## config.mk

```make
export PLATFORM = sky130hd
export DESIGN_NAME = nmr_bstrm
export DESIGN_NICKNAME = d
export VERILOG_FILES = /design/src/rtl/nmr_bstrm_pkg.sv /design/src/rtl/nmr_bstrm_timer.sv /design/src/rtl/nmr_bstrm.sv
export SDC_FILE = /design/constraint.sdc
export NUM_CORES = 1
export LEC_CHECK = 0
export ABC_CLOCK_PERIOD_IN_PS = 9500
export BUFFER_PORTS_ARGS = -buffer_cell sky130_fd_sc_hd__buf_2
export CORE_UTILIZATION = 45
export CTS_CLUSTER_DIAMETER = 40
export DETAILED_ROUTE_END_ITERATION = 8
export PLACE_DENSITY = 0.71
export REMOVE_ABC_BUFFERS = 1
export SETUP_SLACK_MARGIN = 0.15
export SYNTH_ARGS = -nofsm -noshare
export SYNTH_HDL_FRONTEND = slang
export SYNTH_SLANG_ARGS = --single-unit
```

## constraint.sdc

```tcl
create_clock -name CLK -period 9.5 [get_ports CLK]
set_input_delay 0 -clock CLK [delete_from_list [all_inputs] [get_ports CLK]]
set_output_delay 0 -clock CLK [all_outputs]
set_load 0.005 [all_outputs]
```

## src/rtl/nmr_bstrm_pkg.sv

```systemverilog
// Shared definitions for the NMR pulse-sequence bitstream generator:
// command word field offsets, flag bit indices and the sequencer states.
package nmr_bstrm_pkg;

    // Bit offsets of the fields inside a 128-bit command word
    localparam int EDLY_LSB = 96;
    localparam int PLS_LSB  = 64;
    localparam int IDLY_LSB = 32;
    localparam int LOOP_LSB = 16;

    // Flag bit indices inside the low 16 bits of a command word
    localparam int FLG_LOOP_END   = 0;
    localparam int FLG_LOOP_START = 1;
    localparam int FLG_END        = 2;

    typedef enum logic [2:0] {
        ST_IDLE   = 3'd0,
        ST_FETCH1 = 3'd1,
        ST_FETCH2 = 3'd2,
        ST_IDLY   = 3'd3,
        ST_PLS    = 3'd4,
        ST_EDLY   = 3'd5,
        ST_NEXT   = 3'd6,
        ST_FIN    = 3'd7
    } state_t;

    // True for the two cycles in which the sequence RAM is being read
    function automatic logic is_fetch(input state_t s);
        return (s == ST_FETCH1) || (s == ST_FETCH2);
    endfunction

    // True for the three timed phases of a command
    function automatic logic is_timed(input state_t s);
        return (s == ST_IDLY) || (s == ST_PLS) || (s == ST_EDLY);
    endfunction

endpackage

```

## src/rtl/nmr_bstrm_timer.sv

```systemverilog
// Loadable down-counter shared by the initial-delay, pulse and post-delay
// phases. A phase of length N is loaded with N and ends when the count is 1.
module nmr_bstrm_timer #(
    parameter int CNT_WIDTH = 32
) (
    input  logic                 clk,
    input  logic                 rst,
    input  logic                 load,
    input  logic [CNT_WIDTH-1:0] load_val,
    output logic                 expire,
    output logic                 zero
);

    logic [CNT_WIDTH-1:0] cnt_r;

    // Load on phase entry, otherwise count down and rest at zero
    always_ff @(posedge clk) begin
        if (rst) begin
            cnt_r <= '0;
        end else if (load) begin
            cnt_r <= load_val;
        end else if (cnt_r != '0) begin
            cnt_r <= cnt_r - CNT_WIDTH'(1'b1);
        end else begin
            cnt_r <= cnt_r;
        end
    end

    assign expire = (cnt_r == CNT_WIDTH'(1'b1));
    assign zero   = (cnt_r == '0);

endmodule

```

## src/rtl/nmr_bstrm.sv

```systemverilog
// SRAM-driven NMR pulse-sequence bitstream generator. Fetches 128-bit command
// words from address 0 upward and plays each as low/high/low phases on OUT,
// with one level of hardware looping and an end-of-program flag.
module nmr_bstrm
    import nmr_bstrm_pkg::*;
#(
    parameter int IDLY_WIDTH        = 32,
    parameter int PLS_WIDTH         = 32,
    parameter int EDLY_WIDTH        = 32,
    parameter int CNT_WIDTH         = 32,
    parameter int CMD_WIDTH         = 8,
    parameter int LOOP_WIDTH        = 16,
    parameter int SRAM_ADDR_WIDTH   = 8,
    parameter int SRAM_DAT_WIDTH    = 128,
    parameter int SRAM_BYTEEN_WIDTH = 16
) (
    input  logic                         CLK,
    input  logic                         RST,
    input  logic                         START,
    output logic                         DONE,
    output logic [SRAM_ADDR_WIDTH-1:0]   SRAM_ADDR,
    output logic                         SRAM_CS,
    output logic                         SRAM_CLKEN,
    output logic                         SRAM_WR,
    input  logic [SRAM_DAT_WIDTH-1:0]    SRAM_RD_DAT,
    output logic [SRAM_DAT_WIDTH-1:0]    SRAM_WR_DAT,
    output logic [SRAM_BYTEEN_WIDTH-1:0] SRAM_BYTEEN,
    output logic                         OUT
);

    state_t                       state_r, state_nxt_s;
    logic [SRAM_DAT_WIDTH-1:0]    cmd_r, word_s;
    logic [CMD_WIDTH-1:0]         ptr_r, ptr_nxt_s;
    logic [CMD_WIDTH-1:0]         loop_addr_r, loop_addr_nxt_s;
    logic [LOOP_WIDTH-1:0]        loop_n_r, loop_n_nxt_s;
    logic [LOOP_WIDTH-1:0]        iter_r, iter_nxt_s;
    logic [LOOP_WIDTH-1:0]        loop_field_s;
    logic                         loop_active_r, loop_active_nxt_s;
    logic                         done_r, done_nxt_s;
    logic                         out_r, cs_r;
    logic [SRAM_ADDR_WIDTH-1:0]   addr_r;
    logic [CNT_WIDTH-1:0]         idly_s, pls_s, edly_s, tmr_val_s;
    logic                         tmr_load_s, tmr_expire_s, tmr_zero_s;
    logic                         unused_s;

    // The fetched word is only registered when FETCH2 ends, so the phase
    // decision leaving FETCH2 looks at the RAM data directly.
    assign word_s       = (state_r == ST_FETCH2) ? SRAM_RD_DAT : cmd_r;
    assign idly_s       = CNT_WIDTH'(word_s[IDLY_LSB +: IDLY_WIDTH]);
    assign pls_s        = CNT_WIDTH'(word_s[PLS_LSB  +: PLS_WIDTH]);
    assign edly_s       = CNT_WIDTH'(word_s[EDLY_LSB +: EDLY_WIDTH]);
    assign loop_field_s = cmd_r[LOOP_LSB +: LOOP_WIDTH];

    nmr_bstrm_timer #(.CNT_WIDTH(CNT_WIDTH)) u_timer (
        .clk      (CLK),
        .rst      (RST),
        .load     (tmr_load_s),
        .load_val (tmr_val_s),
        .expire   (tmr_expire_s),
        .zero     (tmr_zero_s)
    );

    // Next-state, pointer and loop bookkeeping
    always_comb begin
        state_nxt_s       = state_r;
        ptr_nxt_s         = ptr_r;
        loop_addr_nxt_s   = loop_addr_r;
        loop_n_nxt_s      = loop_n_r;
        iter_nxt_s        = iter_r;
        loop_active_nxt_s = loop_active_r;
        done_nxt_s        = done_r;
        case (state_r)
            ST_IDLE: begin
                if (START) begin
                    state_nxt_s       = ST_FETCH1;
                    ptr_nxt_s         = '0;
                    iter_nxt_s        = '0;
                    loop_active_nxt_s = 1'b0;
                    done_nxt_s        = 1'b0;
                end else begin
                    state_nxt_s = ST_IDLE;
                end
            end
            ST_FETCH1: state_nxt_s = ST_FETCH2;
            ST_FETCH2: begin
                if (idly_s != '0)      state_nxt_s = ST_IDLY;
                else if (pls_s != '0)  state_nxt_s = ST_PLS;
                else if (edly_s != '0) state_nxt_s = ST_EDLY;
                else                   state_nxt_s = ST_NEXT;
            end
            ST_IDLY: begin
                if (!tmr_expire_s)     state_nxt_s = ST_IDLY;
                else if (pls_s != '0)  state_nxt_s = ST_PLS;
                else if (edly_s != '0) state_nxt_s = ST_EDLY;
                else                   state_nxt_s = ST_NEXT;
            end
            ST_PLS: begin
                if (!tmr_expire_s)     state_nxt_s = ST_PLS;
                else if (edly_s != '0) state_nxt_s = ST_EDLY;
                else                   state_nxt_s = ST_NEXT;
            end
            ST_EDLY: begin
                if (tmr_expire_s) state_nxt_s = ST_NEXT;
                else              state_nxt_s = ST_EDLY;
            end
            ST_NEXT: begin
                if (cmd_r[FLG_END]) begin
                    state_nxt_s = ST_FIN;
                    done_nxt_s  = 1'b1;
                end else begin
                    state_nxt_s = ST_FETCH1;
                    if (cmd_r[FLG_LOOP_START] && !loop_active_r) begin
                        loop_addr_nxt_s   = ptr_r;
                        loop_n_nxt_s      = (loop_field_s == '0) ? LOOP_WIDTH'(1'b1) : loop_field_s;
                        iter_nxt_s        = LOOP_WIDTH'(1'b1);
                        loop_active_nxt_s = 1'b1;
                        ptr_nxt_s         = ptr_r + CMD_WIDTH'(1'b1);
                    end else if (cmd_r[FLG_LOOP_END] && loop_active_r) begin
                        if (iter_r < loop_n_r) begin
                            iter_nxt_s = iter_r + LOOP_WIDTH'(1'b1);
                            ptr_nxt_s  = loop_addr_r;
                        end else begin
                            loop_active_nxt_s = 1'b0;
                            ptr_nxt_s         = ptr_r + CMD_WIDTH'(1'b1);
                        end
                    end else begin
                        ptr_nxt_s = ptr_r + CMD_WIDTH'(1'b1);
                    end
                end
            end
            ST_FIN:  state_nxt_s = ST_IDLE;
            default: state_nxt_s = ST_IDLE;
        endcase
    end

    // Timer load value for whichever timed phase is being entered
    always_comb begin
        tmr_val_s = '0;
        case (state_nxt_s)
            ST_IDLY: tmr_val_s = idly_s;
            ST_PLS:  tmr_val_s = pls_s;
            ST_EDLY: tmr_val_s = edly_s;
            default: tmr_val_s = '0;
        endcase
        tmr_load_s = (state_nxt_s != state_r) && is_timed(state_nxt_s);
    end

    // FSM state register
    always_ff @(posedge CLK) begin
        if (RST) state_r <= ST_IDLE;
        else     state_r <= state_nxt_s;
    end

    // Pointer, loop state and captured command word
    always_ff @(posedge CLK) begin
        if (RST) begin
            ptr_r         <= '0;
            loop_addr_r   <= '0;
            loop_n_r      <= '0;
            iter_r        <= '0;
            loop_active_r <= 1'b0;
            cmd_r         <= '0;
        end else begin
            ptr_r         <= ptr_nxt_s;
            loop_addr_r   <= loop_addr_nxt_s;
            loop_n_r      <= loop_n_nxt_s;
            iter_r        <= iter_nxt_s;
            loop_active_r <= loop_active_nxt_s;
            if (state_r == ST_FETCH2) cmd_r <= SRAM_RD_DAT;
            else                      cmd_r <= cmd_r;
        end
    end

    // Registered outputs, decoded from the state being entered
    always_ff @(posedge CLK) begin
        if (RST) begin
            out_r  <= 1'b0;
            cs_r   <= 1'b0;
            addr_r <= '0;
            done_r <= 1'b0;
        end else begin
            out_r  <= (state_nxt_s == ST_PLS);
            cs_r   <= is_fetch(state_nxt_s);
            addr_r <= SRAM_ADDR_WIDTH'(ptr_nxt_s);
            done_r <= done_nxt_s;
        end
    end

    assign OUT         = out_r;
    assign DONE        = done_r;
    assign SRAM_CS     = cs_r;
    assign SRAM_CLKEN  = cs_r;
    assign SRAM_ADDR   = addr_r;
    assign SRAM_WR     = 1'b0;
    assign SRAM_WR_DAT = '0;
    assign SRAM_BYTEEN = '1;

    // Flag bits and the timer idle indication carry no function here
    assign unused_s = ^{cmd_r, tmr_zero_s};

endmodule

```

# Word level (Yosys, flattened, before mapping)
# Cells that the tools add are included.
# op_classes
addsub	3
magnitude_cmp	1
n_eq_ne	20
mux	34
bitwise	1
n_reduce_logical	20
# op_table
cell	count
$mux W128	1
$reduce_bool A32 Y1	4
$mux W16	6
$pmux W32 S3	1
$mux W32	2
$mux W8	5
$eq A32 B1 Y1 const B	1
$pmux W16 S2	1
$sub A32 B1 Y32 const B	1
$pmux W3 S8	1
$eq A3 B3 Y1 const B	6
$add A16 B1 Y16 const B	1
$logic_not A16 Y1	1
$lt A16 B16 Y1	1
$pmux W8 S2	1
$eq A3 B2 Y1 const B	4
$mux W3	4
$reduce_and A5 Y1	2
$ne A3 B3 Y1 const B	3
$reduce_and A3 Y1	3
$add A8 B1 Y8 const B	1
$mux W1	7
$eq A3 B1 Y1 const B	2
$mux W2	3
9 further kinds	17
# totals
reg_bits	215
inputBits	131
out_inout_bits	157
wordCells	91

# Longest topological paths before layout
# logic_depth
word_depth	12
mapped_depth	12
mapped_depth_nobuf	11

# Hierarchy
# From an unflattened synthesis, not the netlist that was laid out.
# unflattened
cells_unflattened	1419
hier_area_um2	11478.5
# modules_own_cells
mod	instances	cells_per_inst	area_per_inst_um2	seq_area_each_um2
nmr_bstrm	1	1198	9644.2	3403.3
nmr_bstrm_timer	1	221	1834.3	640.6

# Worst setup path after synthesis
# OpenSTA, ideal clock, no wires.
# synth_path
kind	register to register
from	register u_timer.cnt_r[16]
to	register u_timer.cnt_r[5]
setup_ps	91
arrival_ps	3042
required_time_ps	9409
slack_ps	6367
path_stages_with_launch	12
path_buffers	2
synth_period_minus_slack_ps	3133
cell_sequence	dfxtp_1 buf_2 or4_4 nor4_4 a41oi_1 o31a_1 a211oi_2 nand2_2 a211oi_4 buf_6 a21oi_1 a311oi_1
# synth_via
elab_chain_len	8
elab_cells_between_ends	16
cone_classes	5 x eq/ne; 6 x mux; 5 x reduce/logical
# synth_rtl
element	line	rtl
from (decl)	nmr_bstrm_timer.sv:14	logic [CNT_WIDTH-1:0] cnt_r;
from (signal assigned)	nmr_bstrm_timer.sv:21	cnt_r <= load_val;
from (signal assigned)	nmr_bstrm_timer.sv:23	cnt_r <= cnt_r - CNT_WIDTH'(1'b1);
from (signal assigned)	nmr_bstrm_timer.sv:25	cnt_r <= cnt_r;
$eq A32 B1 Y1	nmr_bstrm_timer.sv:29	assign expire = (cnt_r == CNT_WIDTH'(1'b1));
$mux W2, or another cell as far along	nmr_bstrm.sv:103	if (tmr_expire_s) state_nxt_s = ST_NEXT;
$pmux W3 S8	nmr_bstrm.sv:72	case (state_r)
$eq A3 B2 Y1 / $eq A3 B3 Y1 (equally long branches)	nmr_bstrm_pkg.sv:34, nmr_bstrm.sv:139	
$logic_or A1 B1 Y1 (2 in series)	nmr_bstrm_pkg.sv:34	return (s == ST_IDLY) || (s == ST_PLS) || (s == ST_EDLY);
$logic_and A1 B1 Y1	nmr_bstrm.sv:145	tmr_load_s = (state_nxt_s != state_r) && is_timed(state_nxt_s);
$mux W32 / $reduce_bool A2 Y1 (equally long branches)	--	
# Parallel ways exist; a longest one is shown, timed or not.
# A chain may end at the register's enable or synchronous reset.

# Final worst setup path
# layout_path
from	register state_r[2]
to	register u_timer.cnt_r[8]
# layout_via
elab_chain_len	12
elab_cells_between_ends	28
cone_classes	11 x eq/ne; 9 x mux; 8 x reduce/logical
# layout_rtl
element	line	rtl
from (decl)	nmr_bstrm.sv:31	state_t state_r, state_nxt_s;
from (signal assigned)	nmr_bstrm.sv:151	else state_r <= state_nxt_s;
$eq A3 B2 Y1	nmr_bstrm.sv:48, nmr_bstrm.sv:72	
$mux W128	--	
$reduce_bool A32 Y1	nmr_bstrm.sv:88, nmr_bstrm.sv:94, nmr_bstrm.sv:99	
$mux W2	nmr_bstrm.sv:88, nmr_bstrm.sv:94, nmr_bstrm.sv:99	
$mux W2	nmr_bstrm.sv:87	else if (pls_s != '0) state_nxt_s = ST_PLS;
$mux W3 (on tied branches)	nmr_bstrm.sv:92, nmr_bstrm.sv:86	
$pmux W3 S8	nmr_bstrm.sv:72	
$eq A3 B2 Y1 / $eq A3 B3 Y1 (equally long branches)	nmr_bstrm_pkg.sv:34, nmr_bstrm.sv:139	
$logic_or A1 B1 Y1 (2 in series)	nmr_bstrm_pkg.sv:34	
$logic_and A1 B1 Y1	nmr_bstrm.sv:145	
$mux W32 / $reduce_bool A2 Y1 (equally long branches)	--	
# Parallel ways exist; a longest one is shown, timed or not.

==> flow_metrics.py <==
metrics = {
    "timing": {
        "tightest_slew_ns": 1.15,
        "fmax_mhz": 220,
        "hold_ws_ns": -0.0183,
        "skew_ns": 0.0244,
        "min_period_ns": 4.54,
        "hold_violations": 8,
        "rsz0062_at_grt": "no",
        "setup_viol": 0,
        "max-slew-margin-rel_pct": 23.1,
        "fin_crit_sh_pct": 47.7,
        "slew_viol_final": 0,
    },
    "place": {
        "gp_congestion": 0.846,
        "dp_hpwl_um": 19400,
        "place_area_sq_um": 11800,
        "placedCellCount": 1800,
        "numPortBuffers": 129,
    },
    "worst_setup_path": {
        "cp_data_arrival_time_ns": 4.97,
        "timing.rr.start": "state_r[2]",
        "endpoint_kind": "register",
        "path_max_fanout": 85,
        "crit_type": "register to register",
        "reg2reg_slack_ns": 4.96,
        "rr_worst_depth": 9,
        "r2r_end": "u_timer.cnt_r[8]",
        "critPathLaunchType": "register",
        "required_ns": 9.94,
    },
    "route": {
        "vias": 10525,
        "firstDrtPassIters": 7,
        "wl_um": 29900,
        "vias_per_cell": 5.32,
        "wl_per_cell_um": 15.1,
        "drc": 0,
        "detail-route-antenna-nets": 0,
        "drtIter0Drc": 627,
    },
    "clock_tree": {
        "clock_path_buffers": 3,
        "cts_tree": "built",
        "numCtsBuffers": 31,
        "cts-htree-levels": 1,
        "postCtsSetupBuffers": 0,
        "clk_latency_ns": 0.55,
        "clkTransAtPathRegs_ns": 0.06,
        "clkSinkCount": 202,
        "cts_repair_resize_count": 0,
        "cts-hold-fix-buffers": 120,
        "cts_root_buffer": "clkbuf_16",
    },
    "floorplanning": {
        "num_rows": 58,
        "ios": 288,
        "die_w_um": 162,
        "initial_core_util_pct": 45.7,
        "die_h_um": 162,
        "die_area_sq_um": 26200,
        "core_sq_um": 25200,
    },
    "layout": {
        "drive_above_1_share_pct": 14.8,
        "instances_no_fill": 1977,
        "stdcell_area_sq_um": 14000,
        "nNetsFinal": 1774,
        "diodes": 0,
        "syn2layout_area_growth_pct": 21.7,
        "fillers": 2267,
    },
    "global_routing": {
        "grt_pass1_wl_um": 47700,
        "overflow": 0,
        "grt_max_degree": 171,
        "grt_use_total_pct": 22.1,
        "antenna_found_initial": 0,
        "grt_pass1_vias": 9776,
    },
    "yosys": {
        "synthMostInstantiatedCell": "nand2_1",
        "synth_enable_flop_cells": 0,
        "ys_ff_latch": 202,
        "syn_inst": 1425,
        "syn_area_sq_um": 11500,
        "yosysTopAreaCell": "dfxtp_1",
        "synthTopCellsByArea": "dfxtp_1 (35%), buf_4 (9.5%), nand2_1 (8.5%)",
        "avgSynthCellArea_sq_um": 8.08,
        "synth_cell_type_count": 63,
        "yosysWarnings": 0,
        "synthFlopType": "dfxtp_1",
        "synth_top_area_share_pct": 35.1,
        "ys_seq_area_share_pct": 35.1,
        "netlist_top_cells_count": "nand2_1 (261), dfxtp_1 (202), a21oi_1 (154), buf_4 (146), clkbuf_1 (75)",
        "async_flop_share_pct": 0,
    },
    "hold_path": {
        "hold_path.class": "input pin to register",
        "holdPathStages": 2,
        "min_from": "RST",
        "whs_endpoint": "cmd_r[52]",
    },
    "power_and_ir_drop": {
        "p_leak_uw": 0.00558,
        "power_density_nw_per_um2": 260,
        "vdd_drop_max_mv": 0.220,
    },
    "flow_run": {
        "maxCapViolCount": 0,
    },
    "status": {
        "status": "finished, violations left",
        "violations": "negative hold slack",
    },
}
[state kept, by name, summed over array words and instances (netlist names), 3 cells and up]
name and count:
u_timer.cnt_r 32, SRAM_ADDR 8, cmd_r 115, iter_r 16, loop_addr_r 8, state_r 3
loop_n_r 16
[report_power, final]
group	leakage [uW]	switching [uW]	internal [uW]
Clock	0.000500	401	717
Combinational	0.00344	868	562
Sequential	0.00164	113	991
[cells in the final DEF, fill, tap and decap left out, drive strengths merged, types with 18 or more instances in the layout]
cell	count
nand2	262
dfxtp	202
a21oi	154
conb	145
buf	140
dlygate4sd3	120
nor2	69
mux2i	62
nor4	50
a311oi	47
or3	42
clkbuf	42
inv	25
mux2	22
o21ai	22
nor3	22
ha	20
and3	18
a31oi	18
xor2	18
[worst max path at each step]
stage                         to  slack, ns        from  cells past startpoint
6_report        u_timer.cnt_r[8]       4.96  state_r[2]                      9
4_1_cts         u_timer.cnt_r[8]       5.03  state_r[2]                      9
2_1_floorplan  u_timer.cnt_r[11]      -8.35  state_r[1]                      9
3_3_place_gp    u_timer.cnt_r[8]       5.08  state_r[2]                      9
3_5_place_dp    u_timer.cnt_r[8]       5.10  state_r[2]                      9
5_1_grt        u_timer.cnt_r[26]       4.67  state_r[1]                     11
[final cells by class]
cell class / count / area [sq um] / area share, %
inverters: 25 / 93.8 / 0.669
clock buffers: 42 / 867 / 6.18
multi-input cells: 1103 / 6490 / 46.3
repair buffers: 260 / 1950 / 13.9
well taps: 330 / 413 / 2.94
clock inverters: 15 / 168 / 1.20
flip-flops and latches: 202 / 4040 / 28.8
[per-layer routing]
layer	up-vias	share of wire, %	GRT usage (%)	wire length (um)
li1	5171	-	-	-
met1	4900	43	28.1	12900
met2	376	48	37.7	14300
met3	78	5.1	2.58	1510
met4	0	3.9	9.78	1160
met5	-	0	0	0
[critical path, stage by stage (launching register included)]
cell and delay, ns:
dfxtp_1 0.71, nor2_1 0.22, nand2_2 0.13, buf_4 0.76, o221ai_1 0.34, o32ai_4 0.49
buf_4 0.46, inv_1 0.48, or3_1 0.50, a311oi_1 0.32
[cells by family after synthesis]
group	share of synthesized area, %
DFF	35.1
adders and majority gates	2.17
other	0.0652
AOI/OAI and AO/OA	15.9
muxes	9.49
xor gates and xnor gates	2.13
buffers and inverters	13.6
and+or+nand+nor	21.5
[through the flow]
| stage | TNS (ns) | setup slack (ns) | hold WS (ns) | util [%] | power, uW |
|---|---|---|---|---|---|
| after floorplan | -534.35 | -8.35 | 0.0691 | - | 2210 |
| after global placement | 0 | 5.08 | 0.248 | 46.8 | 2470 |
| after detailed placement | 0 | 5.10 | 0.249 | 46.8 | 2490 |
| after CTS | 0 | 5.03 | 0.000434 | 55.7 | 3660 |
| after global routing | 0 | 4.67 | 0.0235 | 55.7 | 3870 |
| final | 0 | 4.96 | -0.0183 | 55.7 | 3650 |
Note: power is estimated with default switching activity, not from simulation.
